--- src/rtl/subleq_loader_pkg.sv ---
// subleq_loader_pkg: shared word width and loader state encoding.
package subleq_loader_pkg;
    localparam int WORD_SIZE = 16;
    typedef enum logic [2:0] {S_IDLE, S_FETCH, S_WRITE, S_DONE, S_ERROR} state_e;
endpackage

--- src/rtl/subleq_loader.sv ---
// subleq_loader: copies an image from a request/ack source into memory while holding the cpu in reset.
module subleq_loader
    import subleq_loader_pkg::*;
#(
    parameter int BASE_ADDR = 0,
    parameter int MAX_WORDS = 256
) (
    input  logic                 clk,
    input  logic                 areset,
    input  logic                 start,
    output logic                 src_req,
    input  logic                 src_ack,
    input  logic                 src_eof,
    input  logic [WORD_SIZE-1:0] src_data,
    output logic                 mem_req,
    input  logic                 mem_ack,
    output logic                 mem_load,
    output logic                 mem_store,
    output logic [WORD_SIZE-1:0] mem_in,
    output logic [WORD_SIZE-1:0] mem_addr,
    output logic                 cpu_hold,
    output logic                 done,
    output logic                 error,
    output logic [WORD_SIZE-1:0] word_count
);
    // one extra bit so MAX_WORDS == 2^WORD_SIZE is still reachable
    localparam int CW = WORD_SIZE + 1;
    state_e               state_q, state_d;
    logic [CW-1:0]        count_q, count_d;
    logic [WORD_SIZE-1:0] mem_in_q, mem_in_d, mem_addr_q, mem_addr_d;
    logic                 src_req_q, mem_req_q, cpu_hold_q, done_q, error_q;
    logic                 fetch_ok, write_ok;
    assign fetch_ok = src_req_q && src_ack;
    assign write_ok = mem_req_q && mem_ack;
    always_comb begin
        state_d    = state_q;
        count_d    = count_q;
        mem_in_d   = mem_in_q;
        mem_addr_d = mem_addr_q;
        case (state_q)
            S_IDLE, S_DONE: if (start) begin
                state_d = S_FETCH;
                count_d = '0;
            end
            S_FETCH: if (fetch_ok) begin
                if (src_eof) state_d = S_DONE;
                else if (count_q == CW'(MAX_WORDS)) state_d = S_ERROR;
                else begin
                    state_d    = S_WRITE;
                    mem_in_d   = src_data;
                    mem_addr_d = WORD_SIZE'(BASE_ADDR) + count_q[WORD_SIZE-1:0];
                end
            end
            S_WRITE: if (write_ok) begin
                state_d = S_FETCH;
                count_d = count_q + CW'(1);
            end
            default: ;
        endcase
    end
    // a request only rises after a full cycle in its state, giving the idle gap between phases
    always_ff @(posedge clk) begin
        if (areset) begin
            state_q    <= S_IDLE;
            count_q    <= '0;
            mem_in_q   <= '0;
            mem_addr_q <= '0;
            src_req_q  <= 1'b0;
            mem_req_q  <= 1'b0;
            cpu_hold_q <= 1'b1;
            done_q     <= 1'b0;
            error_q    <= 1'b0;
        end else begin
            state_q    <= state_d;
            count_q    <= count_d;
            mem_in_q   <= mem_in_d;
            mem_addr_q <= mem_addr_d;
            src_req_q  <= (state_q == S_FETCH) && (state_d == S_FETCH);
            mem_req_q  <= (state_q == S_WRITE) && (state_d == S_WRITE);
            cpu_hold_q <= state_d != S_DONE;
            done_q     <= state_d == S_DONE;
            error_q    <= state_d == S_ERROR;
        end
    end
    assign src_req    = src_req_q;
    assign mem_req    = mem_req_q;
    assign mem_store  = mem_req_q;
    assign mem_load   = 1'b0;
    assign mem_in     = mem_in_q;
    assign mem_addr   = mem_addr_q;
    assign cpu_hold   = cpu_hold_q;
    assign done       = done_q;
    assign error      = error_q;
    assign word_count = count_q[WORD_SIZE-1:0];
endmodule
--- config.mk ---
export PLATFORM = sky130hd
export DESIGN_NAME = subleq_loader
export DESIGN_NICKNAME = d
export VERILOG_FILES = /design/src/rtl/subleq_loader_pkg.sv /design/src/rtl/subleq_loader.sv
export SDC_FILE = /design/constraint.sdc
export NUM_CORES = 1
export LEC_CHECK = 0
export CORE_MARGIN = 2
export CORE_UTILIZATION = 52
export DETAILED_ROUTE_END_ITERATION = 8
export PLACE_DENSITY = 0.85
export SLEW_MARGIN = 20
export SYNTH_ARGS = -nofsm -noshare
export SYNTH_HDL_FRONTEND = slang
export SYNTH_SLANG_ARGS = --single-unit
--- constraint.sdc ---
create_clock -name clk -period 3.15 [get_ports clk]
set_clock_uncertainty 0.15 [all_clocks]
set_input_delay 0.63 -clock clk [delete_from_list [all_inputs] [get_ports clk]]
set_output_delay 0.63 -clock clk [all_outputs]
set_load 0.03 [all_outputs]
# After elaboration in Yosys (flattened, before gate mapping)

Cells that the tools add are included.

Flip-flop bits (word level): 57
Word-level logic and storage cells: 41

Add/sub/neg operators: 1
Equal/unequal tests: 11
Mux-type cells: 9
Bitwise operators: 2
Reductions and logical operators: 9

Operators by type and width:

| kind                                                  | count |
|---|---|
| 2-to-1 mux 17 bit                                     | 2 |
| case mux 17 bit (2 select lines)                      | 1 |
| adder 17 x 1 -> 17 bit, second input constant         | 1 |
| == test 17 x 9 -> 1 bit, second input constant        | 1 |
| 2-to-1 mux 3 bit                                      | 5 |
| == test 3 x 2 -> 1 bit, second input constant         | 4 |
| case mux 3 bit (3 select lines)                       | 1 |
| == test 3 x 1 -> 1 bit, second input constant         | 2 |
| logical AND 1 bit                                     | 4 |
| inequality test 2 bit, second input constant          | 2 |
| AND reduction 4 bit                                   | 1 |
| == test 3 bit, second input constant                  | 1 |
| zero test 3 bit                                       | 1 |
| inequality test 3 x 2 -> 1 bit, second input constant | 1 |
| AND reduction 3 bit                                   | 1 |
| inverter 1 bit                                        | 2 |
| nonzero test 2 bit                                    | 1 |
| OR reduction 2 bit                                    | 1 |

# Depth between registers and ports, before layout

Gate-level depths: netlist (run 1).

Depth in word-level cells: 7
Mapped depth: 8
Gate-level depth less buffers: 6

# Least setup slack after synthesis (run 1)

OpenSTA, ideal clock, no wires.

Kind: input to register
From: input start
To: register count_q[15]
Arrival time: 1.865 ns
Required time: 2.930 ns
Setup slack: 1.065 ns
Stages on the path: 4
Path buffers: 0
Path through: or3b_4 -> a31o_4 -> or4_1 -> a21oi_1

Longest elaborated chain between the ends: 2

RTL lines:

| item                                   | line                | source |
|---|---|---|
| start: declaration                     | subleq_loader.sv:10 | `input logic start,` |
| inequality test 2 bit (no source line) | --                  |  |
| AND reduction 3 bit (no source line)   | --                  |  |
| end signal: assignment                 | subleq_loader.sv:75 | `count_q <= count_d;` |
| end: declaration                       | subleq_loader.sv:29 | `logic [CW-1:0] count_q, count_d;` |

Every way passes these cells.
A chain may end at the register's enable or synchronous reset.

# Worst setup path after layout (run 1)

From: input start
To: register count_q[16]

Same word-level chain as after synthesis.

==> results of run 1 <==
-- placed cells by master (no fill, tap or decap), types with 2 or more instances in the layout --
cell type / instances
mux2i_1: 2
o31ai_1: 6
and4_1: 3
dfxtp_1: 57
nand4b_1: 31
clkbuf_1: 2
buf_4: 5
nor2_1: 2
nand3b_1: 2
or4_1: 6
o21a_1: 2
o211ai_1: 2
a31oi_1: 2
o21ai_0: 10
clkdlybuf4s50_1: 74
o21ai_1: 30
clkbuf_8: 12
ha_1: 2
a21oi_1: 15
nand3_1: 10
or3_1: 6
nor4b_1: 3
nor3_1: 2
nand2b_1: 35
nand2_1: 11
nor4_1: 2
inv_1: 6
nand4_1: 6
-- state kept, by name, indices dropped and copies added (netlist names) --
signal	cells
mem_req	1
done	1
mem_in	16
state_q	3
error	1
cpu_hold	1
src_req	1
count_q	17
mem_addr	16
-- routing by layer --
layer,vias up,global-route usage [%]
met5,-,0
met2,103,33.7
met1,1192,31.0
met3,15,4.88
met4,0,10.2
li1,1236,-
-- cell families after synthesis --
logic type	count (synthesis)	synth area share (%)
xor gates and xnor gates	1	0.312
buffers and inverters	51	10.2
DFF	57	40.7
other	1	0.134
muxes	2	0.714
AOI/OAI and AO/OA	76	15.9
and+or+nand+nor	127	31.2
adders and majority gates	2	0.892
-- critical path: cells and delay by family --
kind / cells / cell delay [ps]
and+or+nand+nor: 2 / 950
AOI/OAI and AO/OA: 2 / 490
buffers and inverters: 1 / 560
-- per-stage QoR --
stage,hold slack [ps],area [sq um]
final,313,3630
after global routing,332,3630
after CTS,315,3630
after detailed placement,303,3420
after global placement,301,3420
after floorplan,301,2810
-- report_power, final --
group / internal (uW) / leakage (uW) / switching (uW)
clock: 430 / 0.000107 / 277
combinational: 52.3 / 0.000596 / 43.9
sequential: 725 / 0.000460 / 5.55
-- worst max-delay path by stage --
| stage | from | endpoint | slack (ps) | cells after the start |
|---|---|---|---|---|
| final | start | count_q[16] | 630 | 5 |
| after global routing | start | count_q[16] | 510 | 5 |
| after CTS | start | count_q[16] | 640 | 5 |
| after detailed placement | start | count_q[16] | 290 | 5 |
| after global placement | start | count_q[16] | 360 | 5 |
| after floorplan | start | count_q[15] | 1070 | 4 |
-- final cells by class --
type	instances	area [sq um]
Inverter	6	22.5
Timing Repair Buffer	80	783
Clock buffer	14	173
Clock inverter	2	35.0
Tap cell	70	87.6
Fill cell	395	1550
Sequential cell	57	1140
Multi-Input combinational cell	209	1390
==> impl_metrics.yaml, run 1 <==
timing:
  rsz0062_at_grt: "false"
  fmax_ghz: 0.396
  fin_ws_ps: 626
  final_hold_viol_count: 0
  drv_slew: 0
  final.min_clock_period_ps: 2520
  min_period_over_period_pct: 80.1
  setup_viol: 0
  totalNegativeSetupSlack_ps: 0
outcome:
  status: "completed"
clocking:
  cts_htree_levels: 3
  clk_latency_ps: 330
  clock-sinks: 57
  cts_tree: "yes"
  clkSlewWorstSetupHoldPaths_ps: 60
  cts_buffer_depth: 2
  post-cts-setup-buffers: 0
  cts-resized-gates: 0
  postCtsHoldBufs: 0
  clockRootBuffer: "clkbuf_8"
  cts_buffers: 9
synth:
  synth_fp_nets: 341
  synth-seq-cells: 57
  synth_common_cells: "dfxtp_1, nand2b_1, nand4b_1"
  synth_area_leader_cell: "dfxtp_1"
  ys.warnings.count: 0
  synth.yosys.seq_area_share_pct: 40.7
  synth_cells: 317
  yosys-top-cells-area: "dfxtp_1, nand4b_1, nand2b_1"
  synth_top_area_share_pct: 40.7
  yosysMostFrequentCell: "dfxtp_1"
  avgSynthCellArea_sq_um: 8.85
  synthDistinctLibCells: 46
  synth_area_sq_um: 2810
  synth-main-ff-cell: "dfxtp_1"
  async_flop_share_pct: 0
  synth-edff-count: 0
grt:
  globalRoute.totalOverflow: 0
  antenna_found_initial: 0
  grt_pass1_wl_microns: 11000
  grt_use_total_pct: 22.5
  grt_max_degree: 63
  grt_pass1_vias: 2207
drt:
  drc: 0
  drt-met1-wl_microns: 3070
  drt_iter0_markers: 187
  highest_layer: "met4"
  drt-pass1-iter-count: 5
  wl_microns: 6800
  route.met2.wl_microns: 3200
  wl_met3_microns: 419
  vias: 2546
  wl_per_cell_microns: 15.5
  drtAntennaViolNets: 0
  drt-vias-per-instance: 5.81
setup_path:
  worstSetupPathType: "primary input to register"
  cp_data_required_time_ps: 3250
  path_cells: "clkdlybuf4s50_1, or3b_4, a31o_1, or4_1, a21oi_1"
  cp-end-kind: "register"
  ff2ff_path_depth: 4
  timing.rr.start: "state_q[0]"
  cp-start-kind: "primary input"
  slowest_delay_ps: 560
  r2r-end: "count_q[16]"
  crit_fanout: 13
  worstPathArrival_ps: 2630
  critPathSlowestCell: "clkdlybuf4s50_1"
  regToRegSetupSlack_ps: 1060
power_and_ir_drop:
  p_total_uw: 1530
  ir_drop_v: 0.000283
  p_leak_uw: 0.00116
  p_per_area_nw_per_um2: 423
floorplanning:
  initial_utilization_pct: 54.2
  die_x_microns: 77.4
  die_y_microns: 77.4
  core_sq_um: 5170
  die-area_sq_um: 6000
  std_cell_rows: 26
  io-pin-count: 77
place:
  dp_hpwl_microns: 4400
  port_buffers: 75
  place_ws_ps: 293
  gp_congestion: 0.800
  dpl.cell_count: 422
cells_and_area:
  nets: 387
  antenna_cells: 0
  drive_above_1_share_pct: 6.79
  final_core_util_pct: 70.1
  fin_cells: 438
  syn_to_final_growth_pct: 29.3
hold_path:
  hold_path.class: "register to register"
  whs_path_depth: 2
  hold_path_end: "mem_in[14]"
  hold_path.startpoint: "mem_in[14]"
run:
  cap_violations: 0
Power figures use the tool's default switching activity.
==> run 2, diff against run 1 <==
CORE_UTILIZATION = 43   (was 52)
PLACE_DENSITY = 0.76   (was 0.85)
clock period = 2.2 ns   (was 3.15 ns; I/O delays follow)
==> run 2 against run 1 <==
  * Total power up 56%
  * Flip-flop and latch count stayed put
  * Non-clock buffer count grew 12
  * The flow now finishes with violations (setup timing)
  * Via count increased by 1.9%
  * Cell area rose by 4.9%
  * Worst hold slack lost 41 ps
  * Clock-buffer cell count is 4 lower
  * Setup slack worse by 630 ps
  * Sequential power is 44% higher
==> impl_metrics.yaml, run 2 (same netlist as run 1, synthesis figures left out) <==
power_and_ir_drop:
  ir_drop_v: 0.000381
  swShare_pct: 20.7
  p_leak_uw: 0.00130
  clkPwrFrac_pct: 50.1
  p_per_area_nw_per_um2: 629
  p_int_uw: 1900
  seqPwrFrac_pct: 43.6
  switching_power_uw: 496
  p_comb_share_pct: 6.3
drt:
  wl_microns: 7260
  wl_per_cell_microns: 15.9
  drc: 0
  drt-vias-per-instance: 5.68
  drtAntennaViolNets: 0
  vias: 2594
  drt-pass1-iter-count: 5
  drt_iter0_markers: 131
timing:
  fin_hold_ws_ps: 272
  final_hold_viol_count: 0
  tightest_slew_ps: 563
  relSlewSlack_pct: 61.9
  setup_viol: 1
  fin_ws_ps: -8.16
  fmax_ghz: 0.453
  min_period_over_period_pct: 100
  final.min_clock_period_ps: 2210
  drv_slew: 0
  totalNegativeSetupSlack_ps: -8.16
floorplanning:
  initial_utilization_pct: 44.4
  std_cell_rows: 29
  io-pin-count: 77
  die_y_microns: 84.8
  core_sq_um: 6310
  die_x_microns: 84.8
  die-area_sq_um: 7190
grt:
  globalRoute.totalOverflow: 0
  grt_max_degree: 66
  grt_pass1_wl_microns: 11700
  grt_pass1_vias: 2445
  grt_use_total_pct: 20.4
  antenna_found_initial: 0
cells_and_area:
  drive_above_1_share_pct: 10.8
  antenna_cells: 0
  syn_to_final_growth_pct: 35.7
  largest_reg_flops: 17
  final_cell_mix: "clkdlybuf4s50_1, dfxtp_1, nand2b_1"
  layout.cells.most_common: "clkdlybuf4s50_1"
  nets: 399
  regMostFlops: "count_q"
clocking:
  cts_buffer_depth: 2
  clockRootBuffer: "clkbuf_8"
  clock-sinks: 57
  clkSlewWorstSetupHoldPaths_ps: 60
  cts_buffers: 9
  clk_latency_ps: 340
  cts_tree: "yes"
  cts_htree_levels: 3
hold_path:
  hold_path.class: "primary input to register"
place:
  place_ws_ps: -305
  gp_congestion: 0.821
  port_buffers: 75
  dp_hpwl_microns: 4670
setup_path:
  worstPathArrival_ps: 2330
  cp_data_required_time_ps: 2320
  cp-start-kind: "primary input"
  regToRegSetupSlack_ps: 120
  cp-end-kind: "register"
  worstSetupPathType: "primary input to register"
  crit_fanout: 14
outcome:
  status: "finished, violations left"
  violations: "setup timing"
run:
  cap_violations: 0
-- run 2: final cells by class --
| class | instances | area (sq um) |
|---|---|---|
| fillers | 542 | 2510 |
| multi-input cells | 209 | 1400 |
| flip-flops and latches | 57 | 1140 |
| repair buffers | 92 | 906 |
| clock buffers | 10 | 138 |
| clock inverters | 6 | 105 |
| well taps | 77 | 96.3 |
| inverters | 6 | 22.5 |
-- run 2: routing by layer --
| metal | routed length (microns) | share of wire [%] | global-route usage (%) | up-vias |
|---|---|---|---|---|
| met5 | 0 | 0 | 0 | - |
| met4 | 121 | 1.7 | 9.52 | 0 |
| met3 | 492 | 6.8 | 5.21 | 9 |
| met2 | 3380 | 47 | 31.4 | 98 |
| met1 | 3260 | 45 | 26.8 | 1224 |
| li1 | - | - | - | 1263 |
-- run 2: power groups by stage --
| stage | clock network [uW] | registers, uW | logic (uW) |
|---|---|---|---|
| after CTS | 1220 | 1040 | 145 |
| after global placement | 0 | 1070 | 143 |
| after global routing | 1280 | 1050 | 161 |
| after floorplan | 0 | 1070 | 82.2 |
| after detailed placement | 0 | 1070 | 144 |
| final | 1200 | 1050 | 151 |
-- run 2: path summary, 6_finish.rpt --
check / startpoint / to / depth (start not counted)
max reg2reg: state_q[1] / count_q[15] / 4
min reg2reg: mem_in[10] / mem_in[10] / 2
max: start / count_q[15] / 5
min: areset / state_q[2] / 2
-- run 2: critical path: stages --
cell and delay [ps]:
clkdlybuf4s50_1 490, or3b_4 420, a31o_4 280, or4_1 530, a21oi_2 160
-- run 2: what timing repair did --
action                                  in CTS  in global routing
resized for setup                            0                  5
endpoints found under the setup margin       0                  6
hold buffers                                 0                  0
buffers inserted                             0                  2
-- run 2: per-stage QoR --
stage | cell area [sq um] | std cells | power, uW | utilization, %
floorplan | 2810 | 317 | 1150 | -
global placement | 3530 | 439 | 1210 | 55.9
detailed placement | 3530 | 439 | 1210 | 55.9
CTS | 3770 | 455 | 2410 | 59.7
global route | 3810 | 457 | 2480 | 60.3
finish | 3810 | 457 | 2390 | 60.3
